--- src/rtl/cla_pkg.sv ---
// Shared constants for the pipelined carry-lookahead adder/subtractor.
// The op encoding matches the sub_i input bit.
package cla_pkg;

    localparam int CLA_WIDTH = 32;
    localparam int CLA_GROUP = 4;

    typedef enum logic {
        OP_ADD = 1'b0,
        OP_SUB = 1'b1
    } cla_op_e;

endpackage

--- src/rtl/cla_group.sv ---
// One lookahead group: flat sum-of-products carries into every bit,
// plus group generate/propagate for the next lookahead level.
module cla_group #(
    parameter int GROUP = 4
) (
    input  logic [GROUP-1:0] g_i,
    input  logic [GROUP-1:0] p_i,
    input  logic             c_i,
    output logic             g_o,
    output logic             p_o,
    output logic [GROUP-1:0] c_o
);

    // Carry into bit n, expanded as c_i&p[0..n-1] | sum of g[i]&p[i+1..n-1].
    function automatic logic lookahead(
        input logic [GROUP-1:0] g,
        input logic [GROUP-1:0] p,
        input logic             c,
        input int               n
    );
        logic acc;
        logic term;
        acc = c;
        for (int k = 0; k < n; k++) begin
            acc = acc & p[k];
        end
        for (int i = 0; i < n; i++) begin
            term = g[i];
            for (int k = i + 1; k < n; k++) begin
                term = term & p[k];
            end
            acc = acc | term;
        end
        return acc;
    endfunction

    always_comb begin
        c_o = '0;
        for (int j = 0; j < GROUP; j++) begin
            c_o[j] = lookahead(g_i, p_i, c_i, j);
        end
        g_o = lookahead(g_i, p_i, 1'b0, GROUP);
        p_o = &p_i;
    end

endmodule

--- src/rtl/cla_pipe_add_sub.sv ---
// Two-stage pipelined signed add/subtract built on a two-level carry lookahead,
// with optional saturation and valid/ready flow control on both sides.
module cla_pipe_add_sub
    import cla_pkg::*;
#(
    parameter int WIDTH = CLA_WIDTH,
    parameter int GROUP = CLA_GROUP
) (
    input  logic                    clk_i,
    input  logic                    rst_ni,
    input  logic                    in_valid_i,
    output logic                    in_ready_o,
    input  logic signed [WIDTH-1:0] a_i,
    input  logic signed [WIDTH-1:0] b_i,
    input  logic                    sub_i,
    input  logic                    sat_i,
    output logic                    out_valid_o,
    input  logic                    out_ready_i,
    output logic signed [WIDTH-1:0] result_o,
    output logic                    carry_o,
    output logic                    ovf_o,
    output logic                    zero_o,
    output logic                    neg_o
);

    localparam int NG = WIDTH / GROUP;

    if ((WIDTH % GROUP) != 0 || WIDTH < 2 * GROUP) begin : g_bad_param
        $error("cla_pipe_add_sub: WIDTH must be a multiple of GROUP and >= 2*GROUP");
    end

    function automatic logic signed [WIDTH-1:0] saturate(input logic neg);
        return neg ? {1'b1, {(WIDTH-1){1'b0}}} : {1'b0, {(WIDTH-1){1'b1}}};
    endfunction

    function automatic logic span_and(
        input logic [WIDTH-1:0] v,
        input int               lo,
        input int               n
    );
        logic acc;
        acc = 1'b1;
        for (int i = 0; i < n; i++) begin
            acc = acc & v[lo+i];
        end
        return acc;
    endfunction

    // Carry into group n from group G/P terms, flattened across all groups below it.
    function automatic logic group_carry(
        input logic [NG-1:0] gg,
        input logic [NG-1:0] gp,
        input logic          cin,
        input int            n
    );
        logic acc;
        logic term;
        acc = cin;
        for (int k = 0; k < n; k++) begin
            acc = acc & gp[k];
        end
        for (int i = 0; i < n; i++) begin
            term = gg[i];
            for (int k = i + 1; k < n; k++) begin
                term = term & gp[k];
            end
            acc = acc | term;
        end
        return acc;
    endfunction

    logic             sub_op;
    logic [WIDTH-1:0] bx;
    logic [WIDTH-1:0] g;
    logic [WIDTH-1:0] p;
    logic [WIDTH-1:0] c_loc;
    logic [NG-1:0]    gg;
    logic [NG-1:0]    gp;

    assign sub_op = (cla_op_e'(sub_i) == OP_SUB);
    assign bx     = b_i ^ {WIDTH{sub_op}};
    assign g      = a_i & bx;
    assign p      = a_i ^ bx;

    // Group carry-ins are not known yet, so each group resolves its carries
    // assuming zero carry-in; stage 2 ORs in the real group carry.
    for (genvar k = 0; k < NG; k++) begin : g_grp
        cla_group #(
            .GROUP (GROUP)
        ) u_grp (
            .g_i (g[k*GROUP +: GROUP]),
            .p_i (p[k*GROUP +: GROUP]),
            .c_i (1'b0),
            .g_o (gg[k]),
            .p_o (gp[k]),
            .c_o (c_loc[k*GROUP +: GROUP])
        );
    end

    // ---- stage 1 boundary ----
    logic             vld_p1;
    logic [WIDTH-1:0] p_p1;
    logic [WIDTH-1:0] c_loc_p1;
    logic [NG-1:0]    gg_p1;
    logic [NG-1:0]    gp_p1;
    logic             a_msb_p1;
    logic             bx_msb_p1;
    logic             sub_p1;
    logic             sat_p1;
    logic             vld_p2;
    logic             adv_p2;

    assign adv_p2     = !vld_p2 || out_ready_i;
    assign in_ready_o = adv_p2 || !vld_p1;

    always_ff @(posedge clk_i or negedge rst_ni) begin
        if (!rst_ni) begin
            vld_p1 <= 1'b0;
        end else if (in_ready_o) begin
            vld_p1 <= in_valid_i;
        end
    end

    always_ff @(posedge clk_i) begin
        if (in_valid_i && in_ready_o) begin
            p_p1      <= p;
            c_loc_p1  <= c_loc;
            gg_p1     <= gg;
            gp_p1     <= gp;
            a_msb_p1  <= a_i[WIDTH-1];
            bx_msb_p1 <= bx[WIDTH-1];
            sub_p1    <= sub_op;
            sat_p1    <= sat_i;
        end
    end

    logic [NG:0]             c_grp;
    logic [WIDTH-1:0]        cb;
    logic [WIDTH-1:0]        sum;
    logic                    ovf_s2;
    logic signed [WIDTH-1:0] res_s2;

    always_comb begin
        c_grp = '0;
        cb    = '0;
        for (int k = 0; k <= NG; k++) begin
            c_grp[k] = group_carry(gg_p1, gp_p1, sub_p1, k);
        end
        for (int k = 0; k < NG; k++) begin
            for (int j = 0; j < GROUP; j++) begin
                cb[k*GROUP+j] = c_loc_p1[k*GROUP+j]
                              | (span_and(p_p1, k * GROUP, j) & c_grp[k]);
            end
        end
        sum    = p_p1 ^ cb;
        ovf_s2 = (a_msb_p1 == bx_msb_p1) && (sum[WIDTH-1] != a_msb_p1);
        res_s2 = (sat_p1 && ovf_s2) ? saturate(a_msb_p1) : sum;
    end

    // ---- stage 2 boundary ----
    logic signed [WIDTH-1:0] result_p2;
    logic                    carry_p2;
    logic                    ovf_p2;
    logic                    zero_p2;
    logic                    neg_p2;

    always_ff @(posedge clk_i or negedge rst_ni) begin
        if (!rst_ni) begin
            vld_p2    <= 1'b0;
            result_p2 <= '0;
            carry_p2  <= 1'b0;
            ovf_p2    <= 1'b0;
            zero_p2   <= 1'b0;
            neg_p2    <= 1'b0;
        end else if (adv_p2) begin
            vld_p2 <= vld_p1;
            if (vld_p1) begin
                result_p2 <= res_s2;
                carry_p2  <= c_grp[NG];
                ovf_p2    <= ovf_s2;
                zero_p2   <= ~|res_s2;
                neg_p2    <= res_s2[WIDTH-1];
            end
        end
    end

    assign out_valid_o = vld_p2;
    assign result_o    = result_p2;
    assign carry_o     = carry_p2;
    assign ovf_o       = ovf_p2;
    assign zero_o      = zero_p2;
    assign neg_o       = neg_p2;

endmodule

--- config.mk ---
export PLATFORM = sky130hd
export DESIGN_NAME = cla_pipe_add_sub
export DESIGN_NICKNAME = d
export VERILOG_FILES = /design/src/rtl/cla_pkg.sv /design/src/rtl/cla_group.sv /design/src/rtl/cla_pipe_add_sub.sv
export SDC_FILE = /design/constraint.sdc
export NUM_CORES = 1
export LEC_CHECK = 0
export CAP_MARGIN = 20
export CORE_ASPECT_RATIO = 0.7
export CORE_UTILIZATION = 38
export CTS_CLUSTER_DIAMETER = 120
export CTS_CLUSTER_SIZE = 20
export DETAILED_ROUTE_END_ITERATION = 12
export PLACE_DENSITY = 0.62
export SLEW_MARGIN = 30
export SYNTH_ARGS = -nofsm -noshare
export SYNTH_HDL_FRONTEND = slang
export SYNTH_SLANG_ARGS = --single-unit
--- constraint.sdc ---
create_clock -name clk_i -period 4.2 [get_ports clk_i]
set_clock_uncertainty 0.1 [all_clocks]
set_input_delay 0.84 -clock clk_i [delete_from_list [all_inputs] [get_ports clk_i]]
set_output_delay 0.84 -clock clk_i [all_outputs]
set_load 0.05 [all_outputs]
* Word level (Yosys, flattened, before mapping) *
Index checks and enable logic that the tools add are counted.
Widths: inputs -> output; s select.

cells by class
  muxes and demuxes = 2
  bitwise operators = 236
  reduce and logical (&&, ||, !) cells = 18
  eq/ne operators = 2

operator list
  kind               count
  $and 1x1->1        124
  $or 1x1->1         108
  $xor 32x32->32     3
  $mux 32            2
  $and 32x32->32     1
  $reduce_and 4->1   8
  $reduce_or 32->1   1
  $logic_and 1x1->1  3
  $logic_not 1->1    3
  $logic_or 1x1->1   2
  $reduce_and 2->1   1
  $eq 1x1->1         1
  $ne 1x1->1         1

word-level totals
  bits in registers = 114
  word-level logic and storage cells = 273
  bits of input ports = 70
  output and inout bits = 38

* Depth between registers and ports, before layout *
  depth in word-level cells = 23
  depth in mapped cells = 11
  mapped depth without buffers = 11

* Hierarchy *
From an unflattened synthesis, not the netlist that was laid out.

second synthesis, totals
  cell total of the unflattened synthesis = 564
  area, all modules = 6308.6 sq um

modules (own cells, without submodules)
  module            seq. area each (sq um)  cells each  instances  area each (sq um)
  cla_pipe_add_sub  3448.3                  460         1          5768.0
  cla_group         0.0                     13          8          67.6

* Least setup slack after synthesis *
OpenSTA, ideal clock, no wires.

  path kind = input to register
  start point = input out_ready_i
  end point = register a_msb_p1 (enable)
  stages on the path = 2
  data arrival time = 3.153 ns
  setup time = 0.442 ns
  required time = 3.658 ns
  buffers on the path = 0
  slack = 0.504 ns
  cell sequence = nand3b_1 -> and2_1

between the ends
  cells in the longest elaborated chain, start to end = 3

ends and longest elaborated chain
  element               line                     text
  from (decl)           cla_pipe_add_sub.sv:18   input logic out_ready_i,
  $logic_or 1x1->1      cla_pipe_add_sub.sv:113  assign adv_p2 = !vld_p2 || out_ready_i;
  $logic_or 1x1->1      cla_pipe_add_sub.sv:114  assign in_ready_o = adv_p2 || !vld_p1;
  $logic_and 1x1->1     cla_pipe_add_sub.sv:125  if (in_valid_i && in_ready_o) begin
  to (signal assigned)  cla_pipe_add_sub.sv:130  a_msb_p1 <= a_i[WIDTH-1];
  to (decl)             cla_pipe_add_sub.sv:106  logic a_msb_p1;

No other way between the ends.
A chain may end at the register's enable or synchronous reset.

* Worst setup path after layout *
  start point = input out_ready_i
  end point = output in_ready_o

between the ends
  cells in the longest elaborated chain, start to end = 2

ends and longest elaborated chain
  element           line                     text
  $logic_or 1x1->1  cla_pipe_add_sub.sv:113
  $logic_or 1x1->1  cla_pipe_add_sub.sv:114
  to (decl)         cla_pipe_add_sub.sv:12   output logic in_ready_o,

No other way between the ends.

==> run metrics <==
row count=37; number of antenna violations at the first check in global routing=0; GRT Resource Usage Total=18.11%; leakage power=3.124 nW; number of cells traversed by the worst register-to-register path=11; leading cell types by count after synthesis=sky130_fd_sc_hd__edfxtp_1 (76), sky130_fd_sc_hd__nor2_1 (48), sky130_fd_sc_hd__ha_1 (40); Crit path arrival time=2250 ps; final WL=13190 µm; Avg Vias per Cell=4.962; area added between synthesis and finish=32.60%; area share of the leading cell type in the synthesized netlist=39.51%; Synth area leaders=sky130_fd_sc_hd__edfxtp_1 (40%), sky130_fd_sc_hd__dfrtp_1 (16%), sky130_fd_sc_hd__ha_1 (8.7%); synthesis warning total=0; netlist area before placement=5776 µm²; Avg Inst Size Synth=12.53 µm²; DRC viols=0; Synth async-reset ratio=32.74%; Post-synth top flop=sky130_fd_sc_hd__edfxtp_1; via count=3900; synthesized netlist cell count=461; sequential fraction of the synthesis area=55.55%; area of the placeable core=14770 µm²; number of hold buffers added after cts=0; clock buffers created by TritonCTS=17; post-route minimum period=3188 ps; Tightest Hold Check Type=in2async; Worst Max-Slew Pin Slew=715.4 ps; cell accounting for the most synthesized area=sky130_fd_sc_hd__edfxtp_1; outcome=finished, final reports clean; TritonCTS clock tree=yes; die area=15700 µm²; unrepaired setup endpoints after global routing=false; count of maximum capacitance violations=0; worst setup path class=in2out; Worst setup SP type=primary input; starting DRC count in detailed routing=260; WP data required=3260 ps; via count of the first global-routing pass=3891; total of flip-flops plus latches after synthesis=113; clk sink count=113; Reg2Reg Capture Point=zero_o; DRT antenna net count=0; sum of negative setup slack=0 ps; reg2reg start=sub_p1; fin crit share=75.91%; width of the die=149.4 µm; global-route congestion overflow total=0; VDD IR-drop max=0.2200 mV; number of nets in the synthesized netlist=571; final number of setup-violating endpoints=0; proportion of layout cells with a drive suffix above 1=13.03%; die height=105.1 µm; Worst Setup End Kind=output pin; Max-Slew Margin vs Limit=52.28%; Clock transition at path regs=50 ps; mean routed wirelength per cell=16.77 µm; Final Net Count=688; register-to-register setup slack=1060 ps; f_max=313.7 MHz; Netlist cell types=48; Clock Latency Late Sink=410 ps; Ant. Diodes=0; DRT Pass-1 Iters=4; number of flops mapped to enable cells by yosys=76; PD cells=547.9 nW/µm²; H-tree depth=4; largest net degree at the start of global routing=38; library cell with the highest instance count after synthesis=sky130_fd_sc_hd__edfxtp_1; Top Ports=108; Initial Utilization=39.11%; CTS-repair resized insts=0; endpoints failing hold=0; Root Driver=sky130_fd_sc_hd__clkbuf_16; worst-case clock buffer depth=2; maximum net fanout on the critical path=3; worst hold slack after final layout=290.9 ps; gp weighted congestion=0.8131; final slew viol count=0; count of input and output buffers=107; detailed placement HPWL=9869 µm; number of buffers inserted to repair setup after CTS=0; wire length of the first global-routing pass=20980 µm
==> cells in the final DEF, fill, tap and decap left out, types with 18 or more instances in the layout <==
cell type	netlist	routed
sky130_fd_sc_hd__a21o_1	28	28
sky130_fd_sc_hd__a21oi_1	18	18
sky130_fd_sc_hd__a21oi_2	21	21
sky130_fd_sc_hd__clkdlybuf4s50_1	0	105
sky130_fd_sc_hd__dfrtp_1	37	37
sky130_fd_sc_hd__edfxtp_1	76	76
sky130_fd_sc_hd__ha_1	40	40
sky130_fd_sc_hd__nand2_1	30	30
sky130_fd_sc_hd__nor2_1	48	48
sky130_fd_sc_hd__xnor2_1	23	23
sky130_fd_sc_hd__xor2_1	34	34
==> routing by layer <==
metal  routed length (µm)  vias to the layer above  GRT usage, %
li1                     -                     1918             -
met1                 6637                     1860         26.15
met2                 5607                      113         25.79
met3                  828                        9         5.240
met4                  112                        0         5.904
met5                    0                        -             0
==> worst max-delay path, cell delays in order <==
cell and delay, ps:
sky130_fd_sc_hd__clkdlybuf4s50_1 460, sky130_fd_sc_hd__nand3b_1 130, sky130_fd_sc_hd__clkdlybuf4s50_1 810
==> cells by family after synthesis <==
logic type / count (synthesis) / share of synthesized area (%)
and+or+nand+nor: 133 / 11.76
DFF: 113 / 55.55
xor gates and xnor gates: 57 / 8.644
adders and majority gates: 40 / 8.666
buffers and inverters: 18 / 2.080
AOI/OAI and AO/OA: 100 / 13.30
==> cell type report <==
| cell class | instances | area (µm²) |
|---|---|---|
| Clock buffer | 20 | 436.7 |
| Clock inverter | 12 | 188.9 |
| Fill cell | 1241 | 7109 |
| Inverter | 3 | 11.26 |
| Multi-Input combinational cell | 330 | 2449 |
| Sequential cell | 113 | 3208 |
| Tap cell | 195 | 244.0 |
| Timing Repair Buffer | 113 | 1121 |
==> through the flow <==
step	util, %	total power, W	instance area [µm²]	setup slack, ps	instances
6_report	51.86	0.004196	7659	1012	786
5_1_grt	51.86	0.004370	7659	821.4	786
4_1_cts	51.84	0.004223	7656	1003	786
3_5_place_dp	47.61	0.002675	7030	1011	754
3_3_place_gp	47.61	0.002655	7030	1023	754
2_1_floorplan	-	0.002250	5776	504.4	461
==> state kept, by name (all words and copies together), names as in the netlist, 8 cells and up <==
| signal | count |
|---|---|
| gg_p1 | 8 |
| result_o | 31 |
| c_loc_p1 | 24 |
| gp_p1 | 8 |
| p_p1 | 32 |
==> how the worst max path moves through the flow <==
stage,slack (ps),from,cells after the start,endpoint
finish,1010,out_ready_i,3,in_ready_o
global route,820,sub_p1,11,zero_o
CTS,1000,out_ready_i,3,in_ready_o
detailed placement,1010,out_ready_i,3,in_ready_o
global placement,1020,out_ready_i,3,in_ready_o
floorplan,500,out_ready_i,2,a_msb_p1
==> where the power goes <==
part           internal [W]  total (W)  switching [W]
Clock               0.00104    0.00154       0.000500
Sequential          0.00139    0.00150       0.000118
Combinational      0.000434    0.00115       0.000713
(Power assumes the default switching activity.)
